--- config.mk ---
export PLATFORM = sky130hd
export DESIGN_NAME = psx_root_counter
export DESIGN_NICKNAME = d
export VERILOG_FILES = /design/src/rtl/psx_timer_pkg.sv /design/src/rtl/psx_gate_sync.sv /design/src/rtl/psx_root_counter.sv
export SDC_FILE = /design/constraint.sdc
export NUM_CORES = 1
export LEC_CHECK = 0
export ABC_AREA = 1
export CORE_MARGIN = 3
export CORE_UTILIZATION = 46
export CTS_CLUSTER_SIZE = 8
export DETAILED_ROUTE_END_ITERATION = 6
export PLACE_DENSITY_LB_ADDON = 0.12
export SYNTH_ARGS = -nofsm -noshare
export SYNTH_HDL_FRONTEND = slang
export SYNTH_HIERARCHICAL = 1
export SYNTH_SLANG_ARGS = --single-unit
--- constraint.sdc ---
create_clock -name sys_clk -period 2.9 [get_ports sys_clk]
set_input_delay 0.58 -clock sys_clk [delete_from_list [all_inputs] [get_ports sys_clk]]
set_output_delay 0.58 -clock sys_clk [all_outputs]
set_load 0.02 [all_outputs]
--- src/rtl/psx_timer_pkg.sv ---
// Shared constants and types for the PSX root-counter channel.
// Mode bit indices, register addresses, sync modes and a byte-merge helper.
package psx_timer_pkg;

    localparam int M_SYNC_EN  = 0;
    localparam int M_RST_TGT  = 3;
    localparam int M_IRQ_TGT  = 4;
    localparam int M_IRQ_OVF  = 5;
    localparam int M_REPEAT   = 6;
    localparam int M_TOGGLE   = 7;
    localparam int M_IRQ_N    = 10;
    localparam int M_HIT_TGT  = 11;
    localparam int M_HIT_OVF  = 12;

    localparam logic [1:0]  ADDR_COUNT  = 2'd0;
    localparam logic [1:0]  ADDR_MODE   = 2'd1;
    localparam logic [1:0]  ADDR_TARGET = 2'd2;

    localparam logic [15:0] WRAP_VAL = 16'hFFFF;
    localparam logic [12:0] MODE_RST = 13'h0400;

    typedef enum logic [1:0] {
        PAUSE_HI,
        RST_EDGE,
        RST_PAUSE_LO,
        WAIT_EDGE
    } sync_mode_t;

    function automatic logic [15:0] merge16(
        input logic [15:0] old,
        input logic [15:0] d,
        input logic [1:0]  be
    );
        merge16 = {be[1] ? d[15:8] : old[15:8],
                   be[0] ? d[7:0]  : old[7:0]};
    endfunction

endpackage

--- src/rtl/psx_gate_sync.sv ---
// Gate history register for the root counter sync logic.
// Ports: sys_clk, rst_n, gate_i in; gate_lvl (current level), gate_rise out.
module psx_gate_sync (
    input  logic sys_clk,
    input  logic rst_n,
    input  logic gate_i,
    output logic gate_lvl,
    output logic gate_rise
);

    logic gate_q;

    always_ff @(posedge sys_clk or negedge rst_n) begin
        if (!rst_n) gate_q <= 1'b0;
        else        gate_q <= gate_i;
    end

    assign gate_lvl  = gate_i;
    assign gate_rise = gate_i & ~gate_q;

endmodule

--- src/rtl/psx_root_counter.sv ---
// One PSX root-counter channel: count/mode/target registers and IRQ pulse.
// Ports: halfword register bus (wen/ren/ben/addr/data_i), tick_i, gate_i,
//        count_o/mode_o/target_o readback, irq_o one-cycle pulse.
module psx_root_counter
    import psx_timer_pkg::*;
#(
    parameter logic [15:0] TGT_RST_VAL = 16'h0000
) (
    input  logic        sys_clk,
    input  logic        rst_n,
    input  logic        wen,
    input  logic        ren,
    input  logic [1:0]  ben,
    input  logic [1:0]  addr,
    input  logic [15:0] data_i,
    input  logic        tick_i,
    input  logic        gate_i,
    output logic [31:0] count_o,
    output logic [31:0] mode_o,
    output logic [31:0] target_o,
    output logic        irq_o
);

    logic [15:0] count;
    logic [15:0] target;
    logic [12:0] mode;
    logic        armed;
    logic        irq_q;

    logic        gate_lvl;
    logic        gate_rise;

    psx_gate_sync u_gate (
        .sys_clk   (sys_clk),
        .rst_n     (rst_n),
        .gate_i    (gate_i),
        .gate_lvl  (gate_lvl),
        .gate_rise (gate_rise)
    );

    logic wr_cnt, wr_mode, wr_tgt, rd_mode;

    assign wr_cnt  = wen & (addr == ADDR_COUNT);
    assign wr_mode = wen & (addr == ADDR_MODE);
    assign wr_tgt  = wen & (addr == ADDR_TARGET);
    assign rd_mode = ren & (addr == ADDR_MODE);

    sync_mode_t smode;
    logic       paused;
    logic       gate_rst;
    logic       sync_done;

    assign smode = sync_mode_t'(mode[2:1]);

    always_comb begin
        paused    = 1'b0;
        gate_rst  = 1'b0;
        sync_done = 1'b0;
        if (mode[M_SYNC_EN]) begin
            unique case (smode)
                PAUSE_HI:     paused = gate_lvl;
                RST_EDGE:     gate_rst = gate_rise;
                RST_PAUSE_LO: begin
                    gate_rst = gate_rise;
                    paused   = ~gate_lvl;
                end
                WAIT_EDGE:    begin
                    paused    = 1'b1;
                    sync_done = gate_rise;
                end
            endcase
        end
    end

    // A tick only lands when no bus write or gate reset claims the counter.
    logic        step;
    logic [15:0] nxt;
    logic        tgt_evt, ovf_evt;
    logic        irq_cond, fire, irq_n_nxt;

    assign step = tick_i & ~paused & ~wr_cnt & ~wr_mode & ~gate_rst;

    always_comb begin
        nxt = count + 16'd1;
        if (mode[M_RST_TGT] && (count == target)) nxt = '0;
    end

    assign tgt_evt  = step & (nxt == target);
    assign ovf_evt  = step & (nxt == WRAP_VAL);
    assign irq_cond = armed & ((tgt_evt & mode[M_IRQ_TGT]) |
                               (ovf_evt & mode[M_IRQ_OVF]));

    // Pulse mode suppresses back-to-back pulses; toggle fires on 1->0 only.
    always_comb begin
        if (mode[M_TOGGLE]) begin
            fire      = irq_cond & mode[M_IRQ_N];
            irq_n_nxt = mode[M_IRQ_N] ^ irq_cond;
        end else begin
            fire      = irq_cond & ~irq_q;
            irq_n_nxt = ~fire;
        end
    end

    logic [9:0] mode_wdat;

    assign mode_wdat = {ben[1] ? data_i[9:8] : mode[9:8],
                        ben[0] ? data_i[7:0] : mode[7:0]};

    always_ff @(posedge sys_clk or negedge rst_n) begin
        if (!rst_n) begin
            count  <= '0;
            target <= TGT_RST_VAL;
            mode   <= MODE_RST;
            armed  <= 1'b1;
            irq_q  <= 1'b0;
        end else begin
            if (wr_mode)       count <= '0;
            else if (wr_cnt)   count <= merge16(count, data_i, ben);
            else if (gate_rst) count <= '0;
            else if (step)     count <= nxt;

            if (wr_tgt) target <= merge16(target, data_i, ben);

            if (wr_mode) begin
                mode[9:0]     <= mode_wdat;
                mode[M_IRQ_N] <= 1'b1;
                armed         <= 1'b1;
            end else begin
                if (sync_done) mode[M_SYNC_EN] <= 1'b0;
                mode[M_IRQ_N] <= irq_n_nxt;
                if (fire && !mode[M_REPEAT]) armed <= 1'b0;
            end

            mode[M_HIT_TGT] <= tgt_evt | (mode[M_HIT_TGT] & ~rd_mode);
            mode[M_HIT_OVF] <= ovf_evt | (mode[M_HIT_OVF] & ~rd_mode);

            irq_q <= fire;
        end
    end

    assign count_o  = {16'b0, count};
    assign mode_o   = {19'b0, mode};
    assign target_o = {16'b0, target};
    assign irq_o    = irq_q;

endmodule
; ---- Word-level counts from Yosys, hierarchy flattened
; Cells that the tools add are included.
[totals]
regBits = 48
in_bits = 26
output_inout_bits = 97
[op_classes]
add_sub_neg = 1
n_eq_ne = 11
muxes = 21
bitwise_logic = 31
reduce_logical = 16
[op_table]
columns = operator, n
row1 = two-way mux 16 bit, 5
row2 = equality test 16 bit, 2
row3 = bitwise AND 1 bit, 18
row4 = adder 16 x 1 -> 16 bit (second input constant), 1
row5 = equality test 16 bit (second input constant), 1
row6 = two-way mux 8 bit, 2
row7 = AND reduction 2 bit, 7
row8 = two-way mux 1 bit, 13
row9 = NOT 1 bit, 9
row10 = equality test 2 bit (second input constant), 3
row11 = != test 3 x 2 -> 1 bit (second input constant), 2
row12 = equality test 2 x 1 -> 1 bit (second input constant), 2
row13 = zero test 2 bit, 2
row14 = nonzero test 2 bit, 2
row15 = nonzero test 4 bit, 1
row16 = bitwise OR 1 bit, 3
row17 = case mux 1 bit (3 select lines), 1
row18 = logical AND 1 bit, 2
row19 = != test 2 bit (second input constant), 1
row20 = OR reduction 2 bit, 1
row21 = zero test 1 bit, 1
row22 = XOR 1 bit, 1

; ---- Depth between registers and ports, before layout
[logic_depth]
ltp_word = 17
depth_mapped = 23

; ---- By module
; The synthesis kept the hierarchy.
[modules_own_cells]
columns = mod, instances, cells_per_inst, area_per_inst_um2, seq_area_each_um2
row1 = psx_root_counter, 1, 522, 3525.9, 1178.6
row2 = psx_gate_sync, 1, 4, 42.5, 25.0

; ---- Worst setup path before layout
; No wires, ideal clock.
[synth_path]
kind = flip-flop to flip-flop
from = register count[1]
to = register mode[10]
setup_time_ns = 0.087
arrival_ns = 2.370
slack_ns = 0.443
stages_incl_launch_ff = 18
n_path_buf = 0
synth_period_minus_slack_ns = 2.457
path_cell_list = dfrtp_1 > ha_1 > nand2_1 > inv_1 > nand2_2 > nor2_4 > xor2_1 > nand2_1 > nand2_1 > nand2_1 > nor2_1 > nand2_1 > nor2_2 > nand4_1 > a21boi_0 > ha_1 > o21ai_0 > nand2_1
[synth_between]
elab_chain_len = 12
word_cells_on_any_way = 17
cone_classes = 1 x add/sub / 3 x eq/ne / 3 x mux / 9 x bitwise / 1 x reduce/logical
[synth_lines]
columns = item, line_no
row1 = "start, declared", psx_root_counter.sv:24  ; logic [15:0] count;
row2 = "start signal, assigned", psx_root_counter.sv:118  ; else if (wr_cnt) count <= merge16(count, data_i, ben);
row3 = "start signal, assigned", psx_root_counter.sv:120  ; else if (step) count <= nxt;
row4 = branches (longest 2 deep; another with adder 16 x 1 -> 16 bit), n/a
row5 = two-way mux 16 bit *, psx_root_counter.sv:85  ; if (mode[M_RST_TGT] && (count == target)) nxt = '0;
row6 = "equality test 16 bit, on equally long branches", "psx_root_counter.sv:88, psx_root_counter.sv:89"
row7 = "bitwise AND 1 bit, on equally long branches", "psx_root_counter.sv:88, psx_root_counter.sv:89"
row8 = "bitwise AND 1 bit, on equally long branches", "psx_root_counter.sv:90, psx_root_counter.sv:91"
row9 = bitwise OR 1 bit *, psx_root_counter.sv:90  ; assign irq_cond = armed & ((tgt_evt & mode[M_IRQ_TGT]) |
row10 = bitwise AND 1 bit *, psx_root_counter.sv:90
row11 = bitwise AND 1 bit, psx_root_counter.sv:99  ; fire = irq_cond & ~irq_q;
row12 = NOT 1 bit, psx_root_counter.sv:100  ; irq_n_nxt = ~fire;
row13 = two-way mux 1 bit *, psx_root_counter.sv:95  ; if (mode[M_TOGGLE]) begin
row14 = two-way mux 1 bit *, psx_root_counter.sv:124  ; if (wr_mode) begin
row15 = "end signal, assigned by index", psx_root_counter.sv:130  ; mode[M_IRQ_N] <= irq_n_nxt;
row16 = "end signal, assigned by index", psx_root_counter.sv:134  ; mode[M_HIT_TGT] <= tgt_evt | (mode[M_HIT_TGT] & ~rd_mode);
row17 = "end signal, assigned by index", psx_root_counter.sv:135  ; mode[M_HIT_OVF] <= ovf_evt | (mode[M_HIT_OVF] & ~rd_mode);
row18 = "end, declared", psx_root_counter.sv:26  ; logic [12:0] mode;
; Mark *: on every way between the ends.
; A chain may end at the register's enable or synchronous reset.

; ---- Final worst setup path
; Ends and elaborated chain as after synthesis.

==> flow_metrics.tcl <==
set metrics [dict create \
    cap_violations 0 \
    antenna_found_initial 0 \
    vias 3452 \
    yosysMostFrequentCell "nand2_1" \
    clock_sink_count 48 \
    finalSetupViolCount 0 \
    ys_seq_area_share_pct 33.7 \
    synth_top_cell_area_share_pct 32.3 \
    n_fill_cell 760 \
    cp_slowest_stage_delay_ns 0.42 \
    r2r_cells 16 \
    worst_setup_path_end_kind "flop" \
    crit_top_cell "nand2_1" \
    cts_root_buffer "clkbuf_8" \
    p_leak_nw 2.17 \
    tightestPinTransition_ns 0.612 \
    yosysWarnings 6 \
    hp-class "input pin to asynchronous set/reset pin" \
    cts_tree "done" \
    hold_violations 0 \
    totalWireLength_mm 10.2 \
    synth_top_area_cell "dfrtp_1" \
    die_h_um 94.1 \
    design_power_total_mw 2.85 \
    insertion_delay_ns 0.30 \
    gp_congestion 0.940 \
    setup_tns_ns 0 \
    clockPowerShare_pct 15.0 \
    die_width_um 94.1 \
    routedWlPerCell_um 14.6 \
    crit_start "count[1]" \
    drive_above_1_share_pct 6.84 \
    place_ws_ns -0.0900 \
    dieArea_sq_um 8850 \
    core_area_sq_um 7370 \
    path_cells "ha_1 -> nand2_1 -> inv_1 -> nand2_2 -> nor2_4 -> nand4_1 -> nand2_1 -> nand2_2 -> nand2_1 -> nand2_1 -> nor3_2 -> nand4_1 -> a21boi_1 -> ha_1 -> o21ai_0 -> nand2_1" \
    synth_area_sq_um 3570 \
    grt_pass1_wl_mm 16.0 \
    fin_area_sq_um 4320 \
    slew_viol_final 0 \
    cp.required_ns 3.13 \
    reg2reg_from "count[1]" \
    gr-total-overflow 0 \
    max_slew_margin_pct 59.2 \
    grt_max_degree 49 \
    drtPass1Iterations 5 \
    cp_data_arrival_time_ns 2.91 \
    seqPwrFrac_pct 35.7 \
    final_core_util_pct 58.6 \
    synth_cells 526 \
    initial_core_util_pct 48.4 \
    grt.total_usage_pct 23.5 \
    place_area_sq_um 4200 \
    cts_buffers 5 \
    drc 0 \
    via_per_inst 4.95 \
    r2r-end "mode[10]" \
    internal_power_mw 1.56 \
    postRouteAntennaNets 0 \
    worst_slack_ns 0.225 \
    ys_top_cells_by_area "dfrtp_1 32%, nand2_1 15%, buf_4 11%" \
    p_switching_mw 1.28 \
    crit_slowest_cell "dfrtp_2" \
    skew_ns 0.00742 \
    max_freq_mhz 374 \
    post-route-min-period_ns 2.68 \
    drt_iter0_markers 283 \
    dp_hpwl_mm 7.86 \
    rows 31 \
    clkTransAtPathRegs_ns 0.09 \
    yosys_most_used_dff "dfrtp_1" \
    final_nets 630 \
    syn_to_final_growth_pct 21.1 \
    synth_seq_cells 48 \
    postSynthAreaPerCell_sq_um 6.78 \
    cts_htree_levels 2 \
    switching_share_pct 45.1 \
    fin_crit_sh_pct 92.2 \
    power_density_nw_per_um2 659 \
    first_global_vias 3125 \
    cp-start-kind "flop" \
    ff2ff_setup_slack_ns 0.22 \
    port_buffers 71 \
    async_reset_ff_share_pct 100 \
    synth_edf_count 0 \
    antennaDiodeCount 0 \
    cts_buffer_depth 2 \
    path_max_fanout 5 \
    io_pins 123 \
    ys_types 31 \
    outcome "finished clean" \
    peakVddDrop_uv 329 \
    p_comb_share_pct 49.3 \
    synth_common_cells "147 x nand2_1, 68 x inv_1, 53 x buf_4, 50 x nand3_1, 46 x dfrtp_1" \
    worstSetupPathType "flop to flop" \
]
[how the worst max path moves through the flow]
| stage | end | slack, ns | cells after the start |
|---|---|---|---|
| floorplan | mode[10] | 0.44 | 17 |
| global placement | mode[10] | 0.05 | 15 |
| detailed placement | mode[10] | -0.09 | 15 |
| CTS | mode[10] | 0.17 | 13 |
| global route | mode[10] | -0.007 | 16 |
| finish | mode[10] | 0.22 | 16 |
[layout by cell type, fill, tap and decap left out, drive strengths merged]
| master | synthesis | final |
|---|---|---|
| clkbuf | 9 | 7 |
| and2 | 1 | 1 |
| xor2 | 10 | 10 |
| clkdlybuf4s50 | 0 | 70 |
| dfstp | 2 | 2 |
| a32o | 1 | 1 |
| nor4 | 1 | 1 |
| inv | 72 | 72 |
| clkinvlp | 0 | 1 |
| nand4 | 9 | 9 |
| buf | 57 | 11 |
| clkinv | 1 | 1 |
| conb | 1 | 51 |
| ha | 6 | 6 |
| nor3 | 4 | 4 |
| nand3 | 51 | 51 |
| o22ai | 16 | 16 |
| nor2 | 42 | 42 |
| nand2 | 149 | 149 |
| o21ai | 45 | 45 |
| a22o | 1 | 1 |
| a21boi | 2 | 2 |
| dfrtp | 46 | 46 |
[area by class of cell]
cell class / count / area [sq um] / area share [%]
Clock inverter: 1 / 7.51 / 0.174
Clock buffer: 7 / 86.3 / 2.00
Timing Repair Buffer: 81 / 793 / 18.4
Inverter: 73 / 274 / 6.34
Tap cell: 99 / 124 / 2.87
Sequential cell: 48 / 1210 / 27.9
Multi-Input combinational cell: 389 / 1830 / 42.4
[sequential cells by signal, summed over array words and instances, names as in the netlist]
signal and flops:
target 16, armed 1, u_gate/gate_q 1, mode 13
irq_o 1, count 16
[power groups by stage]
stage               Combinational [mW]  Sequential, mW  Clock [mW]
floorplan                        0.751            1.13           0
global placement                  1.36            1.02           0
detailed placement                1.37            1.02           0
CTS                               1.38            1.01       0.434
global route                      1.56            1.04       0.463
finish                            1.40            1.02       0.427
[metrics by stage]
stage / std cells / hold slack [ns]
2_1_floorplan: 576 / 0.284
3_3_place_gp: 689 / 0.459
3_5_place_dp: 689 / 0.469
4_1_cts: 697 / 0.397
5_1_grt: 698 / 0.411
6_report: 698 / 0.366
[metal layers]
layer / part of all wire, % / global-route usage (%) / vias up
li1: - / - / 1705
met1: 42 / 32.1 / 1565
met2: 48 / 38.4 / 163
met3: 8.5 / 4.01 / 19
met4: 1.5 / 6.38 / 0
met5: 0 / 0 / -
[repair_timing]
action / CTS / global route
hold buffers: 0 / 0
setup endpoints to repair: 0 / 2
resized for setup: 0 / 7
buffers inserted: 0 / 1
[cells by family (layout without fill, tap and decap cells)]
group	count (synthesis)	count (layout)	synth area share (%)
compound gates	65	65	10.1
xor+xnor	10	10	2.45
fa+ha+maj	6	6	2.10
buf+inv	139	162	20.7
flops	48	48	33.7
other cells	1	51	0.105
simple gates	257	257	30.9
[worst max-delay path, delay by kind of cell, from the launching register on]
family,cells,cell delay [ns]
AO/OA/AOI/OAI,2,0.31
adder cells (fa/ha/maj),2,0.43
buffers and inverters,1,0.12
flip-flops,1,0.42
AND/OR/NAND/NOR,11,1.34
Power figures use the tool's default switching activity.
